File: src/rtl/ps2_host_tx.sv
// PS/2 host-to-device byte transmitter: inhibit, request-to-send, 8 data bits + odd parity,
// stop, device ACK sampling, with a per-edge timeout guarding every wait on the device.
module ps2_host_tx #(
    parameter int INHIBIT_CYCLES = 2500,
    parameter int TIMEOUT_CYCLES = 375000
) (
    input  logic       clock,
    input  logic       reset,
    input  logic       start,
    input  logic [7:0] data,
    output logic       busy,
    output logic       done,
    output logic       error,
    input  logic       ps2_clk_i,
    input  logic       ps2_dat_i,
    output logic       ps2_clk_oe,
    output logic       ps2_dat_oe
);
    localparam int IW = (INHIBIT_CYCLES > 1) ? $clog2(INHIBIT_CYCLES) : 1;
    localparam int TW = (TIMEOUT_CYCLES > 1) ? $clog2(TIMEOUT_CYCLES) : 1;

    typedef enum logic [2:0] {IDLE, INHIBIT, REQ, BITS, ACK, WAITIDLE} state_t;

    state_t        state, state_n;
    logic          clk_meta, clk_sync, clk_prev;
    logic          dat_meta, dat_sync;
    logic [7:0]    shreg, shreg_n;
    logic          parity, parity_n;
    logic [3:0]    bit_cnt, bit_cnt_n;
    logic [IW-1:0] inh_cnt, inh_cnt_n;
    logic [TW-1:0] tmo_cnt, tmo_cnt_n;
    logic          nack, nack_n;
    logic          busy_n, done_n, error_n, clk_oe_n, dat_oe_n;
    logic          fall, tmo_hit;

    // Synchronizers idle high so reset never looks like a falling edge.
    always_ff @(posedge clock or posedge reset) begin
        if (reset) begin
            clk_meta <= 1'b1;
            clk_sync <= 1'b1;
            clk_prev <= 1'b1;
            dat_meta <= 1'b1;
            dat_sync <= 1'b1;
        end else begin
            clk_meta <= ps2_clk_i;
            clk_sync <= clk_meta;
            clk_prev <= clk_sync;
            dat_meta <= ps2_dat_i;
            dat_sync <= dat_meta;
        end
    end

    assign fall    = clk_prev & ~clk_sync;
    assign tmo_hit = (tmo_cnt == TW'(TIMEOUT_CYCLES - 1));

    always_ff @(posedge clock or posedge reset) begin
        if (reset) begin
            state      <= IDLE;
            shreg      <= '0;
            parity     <= 1'b0;
            bit_cnt    <= '0;
            inh_cnt    <= '0;
            tmo_cnt    <= '0;
            nack       <= 1'b0;
            busy       <= 1'b0;
            done       <= 1'b0;
            error      <= 1'b0;
            ps2_clk_oe <= 1'b0;
            ps2_dat_oe <= 1'b0;
        end else begin
            state      <= state_n;
            shreg      <= shreg_n;
            parity     <= parity_n;
            bit_cnt    <= bit_cnt_n;
            inh_cnt    <= inh_cnt_n;
            tmo_cnt    <= tmo_cnt_n;
            nack       <= nack_n;
            busy       <= busy_n;
            done       <= done_n;
            error      <= error_n;
            ps2_clk_oe <= clk_oe_n;
            ps2_dat_oe <= dat_oe_n;
        end
    end

    always_comb begin
        state_n   = state;
        shreg_n   = shreg;
        parity_n  = parity;
        bit_cnt_n = bit_cnt;
        inh_cnt_n = inh_cnt;
        tmo_cnt_n = tmo_cnt;
        nack_n    = nack;
        busy_n    = busy;
        done_n    = 1'b0;
        error_n   = 1'b0;
        clk_oe_n  = ps2_clk_oe;
        dat_oe_n  = ps2_dat_oe;

        case (state)
            IDLE: begin
                if (start) begin
                    shreg_n   = data;
                    parity_n  = ~^data;
                    bit_cnt_n = '0;
                    inh_cnt_n = '0;
                    nack_n    = 1'b0;
                    busy_n    = 1'b1;
                    clk_oe_n  = 1'b1;
                    dat_oe_n  = 1'b0;
                    state_n   = INHIBIT;
                end
            end
            INHIBIT: begin
                if (inh_cnt == IW'(INHIBIT_CYCLES - 1)) begin
                    dat_oe_n = 1'b1;
                    state_n  = REQ;
                end else begin
                    inh_cnt_n = inh_cnt + 1'b1;
                end
            end
            REQ: begin
                // Start bit stays driven low; releasing the clock hands timing to the device.
                clk_oe_n  = 1'b0;
                tmo_cnt_n = '0;
                state_n   = BITS;
            end
            BITS, ACK, WAITIDLE: begin
                tmo_cnt_n = tmo_cnt + 1'b1;
                if (tmo_hit) begin
                    clk_oe_n = 1'b0;
                    dat_oe_n = 1'b0;
                    busy_n   = 1'b0;
                    done_n   = 1'b1;
                    error_n  = 1'b1;
                    state_n  = IDLE;
                end else if (state == BITS) begin
                    if (fall) begin
                        tmo_cnt_n = '0;
                        bit_cnt_n = bit_cnt + 1'b1;
                        if (bit_cnt < 4'd8) begin
                            dat_oe_n = ~shreg[bit_cnt[2:0]];
                        end else if (bit_cnt == 4'd8) begin
                            dat_oe_n = ~parity;
                        end else begin
                            dat_oe_n = 1'b0;
                            state_n  = ACK;
                        end
                    end
                end else if (state == ACK) begin
                    if (fall) begin
                        tmo_cnt_n = '0;
                        nack_n    = dat_sync;
                        state_n   = WAITIDLE;
                    end
                end else begin
                    if (fall) begin
                        tmo_cnt_n = '0;
                    end
                    if (clk_sync && dat_sync) begin
                        busy_n  = 1'b0;
                        done_n  = 1'b1;
                        error_n = nack;
                        state_n = IDLE;
                    end
                end
            end
            default: state_n = IDLE;
        endcase
    end
endmodule

File: config.mk
export PLATFORM = sky130hd
export DESIGN_NAME = ps2_host_tx
export DESIGN_NICKNAME = d
export VERILOG_FILES = /design/src/rtl/ps2_host_tx.sv
export SDC_FILE = /design/constraint.sdc
export NUM_CORES = 1
export LEC_CHECK = 0
export ABC_AREA = 1
export CORE_MARGIN = 4
export CORE_UTILIZATION = 50
export CTS_CLUSTER_SIZE = 28
export DETAILED_ROUTE_END_ITERATION = 7
export GPL_TIMING_DRIVEN = 0
export HOLD_SLACK_MARGIN = 0.03
export PLACE_DENSITY_LB_ADDON = 0.1
export SETUP_SLACK_MARGIN = 0.1
export SYNTH_ARGS = -nofsm -noshare
export SYNTH_HDL_FRONTEND = slang
export SYNTH_SLANG_ARGS = --single-unit
export TNS_END_PERCENT = 5
File: constraint.sdc
create_clock -name clock -period 2 [get_ports clock]
set_clock_uncertainty 0.2 [all_clocks]
set_input_delay 0.4 -clock clock [delete_from_list [all_inputs] [get_ports clock]]
set_output_delay 0.4 -clock clock [all_outputs]
set_load 0.05 [all_outputs]
==> flow_metrics.tcl, run 1 <==
set metrics [dict create \
    outcome "finished clean" \
    synth.avg_cell_area_um2 7.57 \
    synthArstFlopShare_pct 100 \
    period_share_pct 91.9 \
    cp.arrival_ns 1.87 \
    wl_per_cell_um 12.8 \
    crit_type "reg -> reg" \
    numCtsBuffers 9 \
    worstPathMaxFanout 10 \
    ys_ff_latch 58 \
    synth_area_mm2 0.00351 \
    busiest_layer "met2" \
    die_area_mm2 0.00842 \
    setup_violations 0 \
    place_ws_ns -0.0417 \
    synth_edf_count 0 \
    vias_per_cell 5.16 \
    ir_drop_uv 694 \
    holdPathStages 0 \
    htreeDepth 3 \
    clkTransAtPathRegs_ns 0.06 \
    drive_gt1_share_pct 17.5 \
    cts_root_buf "clkbuf_8" \
    wl_um 7670 \
    portBuffers 17 \
    io_pins 18 \
    crit_path_start "inh_cnt[0]$_DFFE_PP0P_" \
    drv_slew 0 \
    yosysWarnings 0 \
    placed_cells 576 \
    relSlewSlack_pct 66.9 \
    drc 0 \
    min_path_type "reg -> reg" \
    rr_startpoint "inh_cnt[0]$_DFFE_PP0P_" \
    cts.sinks 58 \
    rr_endpoint "inh_cnt[0]$_DFFE_PP0P_" \
    cellPowerDensity_mw_per_mm2 1150 \
    coreArea_mm2 0.00679 \
    syn_to_final_growth_pct 18.3 \
    crit_path_end "inh_cnt[0]$_DFFE_PP0P_" \
    grt_max_degree 59 \
    layout.nets 514 \
    place.gp.congestion 0.943 \
    vias 3085 \
    layout.cells.non_filler 598 \
    clkLatencyLatePin_ns 0.34 \
    die_w_um 91.8 \
    leakage_nw 1.92 \
    final.fill_count 630 \
    r2r_cells 10 \
    setup.worst_path.end_class "flip-flop" \
    worstMarginPinSlew_ns 0.498 \
    track_usage_pct 19.6 \
    use_met2_pct 28.5 \
    drt_iter0_markers 213 \
    die_h_um 91.8 \
    worstPathRequired_ns 2.03 \
    crit_path_start_kind "flip-flop" \
    fmaxAchievable_mhz 544 \
    ys.flop_type "dfrtp_1" \
    drv_cap 0 \
    cts_tree "done" \
    rsz0062_at_grt "yes" \
    first_pass_iters 5 \
    ant_nets 0 \
    setup_tns_ns 0 \
    fin_ws_ns 0.162 \
    dp_hpwl_um 5550 \
    final_common_cell "nand2_1" \
    initial_core_util_pct 51.6 \
    diodes 0 \
    ff2ff_setup_slack_ns 0.16 \
    antenna_found_initial 0 \
    hold_viol 0 \
    post-route-min-period_ns 1.84 \
    grt_pass1_wl_um 13300 \
    clock_path_buffers 2 \
    syn_nets 480 \
    synthCells 463 \
    grt_overflow 0 \
    gr-usage-met3_pct 4.68 \
    mostFrequentLayoutCells "nand2_1, nor2_1, inv_1" \
    yosysSeqAreaShare_pct 41.6 \
    hold_ws_ns 0.158 \
    first_global_vias 2894 \
    num_rows 30 \
    yosysUniqueCellTypes 39 \
    met1_usage_pct 28.4 \
]
[cells by family (layout without fill, tap and decap cells)]
kind of cell / Yosys count / count (layout) / synth area share [%]
AO/OA/AOI/OAI: 53 / 53 / 9.06
adder cells (fa/ha/maj): 4 / 4 / 1.43
XOR/XNOR: 21 / 21 / 5.24
buffers and inverters: 69 / 108 / 8.53
AND/OR/NAND/NOR: 253 / 253 / 32.6
multiplexers: 5 / 5 / 1.61
flip-flops: 58 / 58 / 41.6
[power breakdown]
group	switching, mW	leakage, nW	total (mW)	internal [mW]
sequential	0.161	0.754	1.56	1.40
combinational	1.29	1.05	2.00	0.713
clock	0.465	0.109	1.20	0.731
[sequential cells by signal, indices dropped and copies added, names as in the netlist, 3 cells and up]
signal and count:
bit_cnt 4, shreg 8, tmo_cnt 19, inh_cnt 12
state 3
[timing repair]
item                       CTS  global route
gates resized for setup     14            12
hold buffers                 0             0
buffers inserted             0             5
pin swaps                    1             2
hold endpoints to repair     0             0
setup endpoints to repair   32            31
[worst min path at each step]
stage	start	endpoint	slack, ns
2_1_floorplan	clk_meta$_DFF_PP1_	clk_sync$_DFF_PP1_	0.15
3_3_place_gp	dat_meta$_DFF_PP1_	dat_sync$_DFF_PP1_	0.15
3_5_place_dp	dat_meta$_DFF_PP1_	dat_sync$_DFF_PP1_	0.15
4_1_cts	clk_meta$_DFF_PP1_	clk_sync$_DFF_PP1_	0.16
5_1_grt	clk_meta$_DFF_PP1_	clk_sync$_DFF_PP1_	0.16
6_report	clk_meta$_DFF_PP1_	clk_sync$_DFF_PP1_	0.16
[worst max-delay path, stage by stage (launching register included)]
cell and delay (ns):
dfrtp_2 0.43, ha_4 0.18, nand2_1 0.05, nor2_1 0.15, nand3_2 0.16, o21ai_4 0.20
nor2_4 0.08, inv_4 0.06, buf_12 0.12, nand2_2 0.04, o31ai_1 0.06
[area by class of cell]
class | instances | area, um^2 | area share, %
Multi-Input combinational cell | 336 | 1820 | 43.9
Inverter | 63 | 245 | 5.91
Sequential cell | 58 | 1460 | 35.2
Timing Repair Buffer | 23 | 221 | 5.34
Clock buffer | 11 | 141 | 3.41
Tap cell | 96 | 120 | 2.90
Clock inverter | 5 | 77.6 | 1.87
Buffer | 6 | 60.1 | 1.45
[metrics by stage]
stage / cell area [um^2] / total power [mW] / util (%)
2_1_floorplan: 3510 / 3.03 / -
6_report: 4150 / 4.76 / 61.1
4_1_cts: 4050 / 4.74 / 59.6
5_1_grt: 4150 / 5.16 / 61.1
3_5_place_dp: 3800 / 3.51 / 55.9
3_3_place_gp: 3800 / 3.46 / 55.9
[per-layer routing]
layer  wire length [um]  vias to the layer above
li1                   -                     1566
met1               3730                     1438
met2               3450                       73
met3                380                        8
met4                106                        0
met5                  0                        -
[cells in the mapped netlist (all sizes together) (2+ instances only)]
library cell	n	share of area [%]
a21oi	13	1.9
a31oi	2	0.36
buf	6	1.6
dfrtp	53	38
dfstp	5	3.7
ha	4	1.4
inv	63	6.9
mux2	5	1.6
nand2	118	13
nand3	43	6.3
nand3b	3	0.64
nand4	14	2.5
nor2	67	8.3
nor3	6	1.1
o21ai	27	4.6
o22ai	5	0.89
xnor2	7	1.7
xor2	14	3.5
(Power assumes the default switching activity.)
==> run 2: changes to the inputs <==
==> constraint.sdc (replaced) <==
create_clock -name clock -period 1.95 [get_ports clock]
set_clock_uncertainty 0.2 [all_clocks]
set_input_delay 0.39 -clock clock [delete_from_list [all_inputs] [get_ports clock]]
set_output_delay 0.39 -clock clock [all_outputs]
set_load 0.05 [all_outputs]
==> run 2 against run 1 <==
Against the previous run:
- power increased by 8.9%
- clock-buffer cell count unchanged
- critical path type unchanged
- die area unchanged
- clock power about the same
- via count increased by 2.1%
- non-clock buffer count increased by 14
- largest cell class unchanged
- utilization increased by 2.2 points
- combinational power increased by 18%
- global-route usage unchanged
- largest power group unchanged
==> flow_metrics.tcl, run 2 (synthesized netlist as in run 1, its figures left out) <==
set metrics [dict create \
    drv_cap 0 \
    period_share_pct 92.8 \
    ff2ff_setup_slack_ns 0.14 \
    p_sw_share_pct 39.4 \
    drv_slew 0 \
    outcome "finished clean" \
    syn_to_final_growth_pct 22.7 \
    layout.nets 528 \
    rsz0062_at_grt "yes" \
    hold_viol 0 \
    drive_gt1_share_pct 21.1 \
    wl_um 7930 \
    relSlewSlack_pct 66.9 \
    setup_violations 0 \
    cts_tree "done" \
    place_area_mm2 0.00380 \
    r2r_cells 10 \
    path_buf_inv 2 \
    vias_per_cell 5.15 \
    regMostFlops "tmo_cnt" \
    io_pins 18 \
    netSwitchingPower_mw 2.05 \
    die_area_mm2 0.00842 \
    track_usage_pct 19.6 \
    die_w_um 91.8 \
    clock_path_buffers 2 \
    ant_nets 0 \
    crit_path_end "inh_cnt[0]$_DFFE_PP0P_" \
    clockPowerShare_pct 23.8 \
    leakage_nw 2.00 \
    pwr-share-comb_pct 45.5 \
    final_common_cell "nand2_1" \
    pwr-share-seq_pct 30.8 \
    cp.depth 10 \
    coreArea_mm2 0.00679 \
    placed_cells 576 \
    drc 0 \
    crit_family "simple AND/OR/NAND/NOR gates" \
    first_pass_iters 5 \
    diodes 0 \
    layout.cells.non_filler 612 \
    num_rows 30 \
    wl_per_cell_um 13.0 \
    worstMarginPinSlew_ns 0.498 \
    die_h_um 91.8 \
    postCtsHoldBufs 0 \
    dp_hpwl_um 5550 \
    htreeDepth 3 \
    worstPathMaxFanout 5 \
    ir_drop_uv 703 \
    cp.arrival_ns 1.85 \
    setup.worst_path.end_class "flip-flop" \
    vias 3149 \
    antenna_found_initial 0 \
    critPathMaxStageDelay_ns 0.42 \
    crit_path_start "inh_cnt[1]$_DFFE_PP0P_" \
    crit_path_start_kind "flip-flop" \
    initial_core_util_pct 51.6 \
    post-route-util_pct 63.3 \
    first_global_vias 2912 \
    drt_iter0_markers 208 \
    mostFrequentLayoutCells "nand2_1, nor2_1, inv_1" \
    fmaxAchievable_mhz 553 \
    reg.largest.list "tmo_cnt x19, inh_cnt x12, shreg x8" \
    clkLatencyLatePin_ns 0.33 \
    place.gp.congestion 0.943 \
    largest_register_ffs 19 \
    grt_overflow 0 \
    grt_pass1_wl_um 13300 \
    final_area_mm2 0.00430 \
    crit_type "reg -> reg" \
    cp_cell_sequence "ha_4, nand2_2, nor2_2, nand3_2, o21ai_4, nor2_4, inv_4, buf_12, nand2_2, o31ai_2" \
    finalPower_mw 5.19 \
    post-route-min-period_ns 1.81 \
    crit_path_top_delay_cell "dfrtp_1" \
    worstPathRequired_ns 1.99 \
    cts_root_buf "clkbuf_8" \
    cellPowerDensity_mw_per_mm2 1210 \
    rr_startpoint "inh_cnt[1]$_DFFE_PP0P_" \
    internal_power_mw 3.14 \
    grt_max_degree 59 \
    portBuffers 17 \
    rr_endpoint "inh_cnt[0]$_DFFE_PP0P_" \
    cts.sinks 58 \
    min_path_type "reg -> reg" \
    numCtsBuffers 9 \
    cpMostUsedCell "nand2_2" \
    hold_ws_ns 0.158 \
    clkTransAtPathRegs_ns 0.06 \
]
## run 2: cell type report
class	instances	area, um^2
flip-flops and latches	58	1460
well taps	96	120
multi-input cells	336	1850
repair buffers	37	344
fillers	610	2490
inverters	63	245
clock inverters	5	77.6
clock buffers	11	141
plain buffers	6	60.1
## run 2: timing repair
item,4_1_cts,5_1_grt
endpoints found under the setup margin,34,36
buffers inserted,0,18
pin swaps,1,9
gates resized for setup,16,19
gates cloned,0,1
## run 2: power groups by stage
stage	clock network (mW)	logic (mW)	registers [mW]
2_1_floorplan	0	1.41	1.69
3_3_place_gp	0	1.94	1.61
3_5_place_dp	0	1.98	1.62
4_1_cts	1.26	2.00	1.62
5_1_grt	1.33	2.63	1.62
6_report	1.23	2.36	1.60
## run 2: worst min path at each step
stage                                   from                  to  slack, ns  cells past startpoint
after floorplan           clk_meta$_DFF_PP1_  clk_sync$_DFF_PP1_       0.15                      0
after global placement    dat_meta$_DFF_PP1_  dat_sync$_DFF_PP1_       0.15                      0
after detailed placement  dat_meta$_DFF_PP1_  dat_sync$_DFF_PP1_       0.15                      0
after CTS                 clk_meta$_DFF_PP1_  clk_sync$_DFF_PP1_       0.16                      0
after global routing      clk_meta$_DFF_PP1_  clk_sync$_DFF_PP1_       0.16                      0
final                     clk_meta$_DFF_PP1_  clk_sync$_DFF_PP1_       0.16                      0
## run 2: metal layers
layer	part of all wire [%]	vias up	track usage, %	wire [um]
li1	-	1601	-	-
met1	48	1465	28.4	3820
met2	45	68	28.4	3560
met3	5.0	15	4.68	399
met4	2.0	0	7.55	155
met5	0	-	0	0
## run 2: worst register-to-register path, delay by kind of cell (launching register included)
kind	cells	cell delay, ns
AND/OR/NAND/NOR	5	0.46
flip-flops	1	0.42
AO/OA/AOI/OAI	2	0.26
buffers and inverters	2	0.20
adder cells (fa/ha/maj)	1	0.19
## run 2: per-stage QoR
step | worst slack, ns | setup TNS [ns]
final | 0.141 | 0
after global routing | 0.0345 | 0
after CTS | 0.0816 | 0
after detailed placement | -0.0917 | -5.25
after global placement | -0.0854 | -4.59
after floorplan | 0.188 | 0
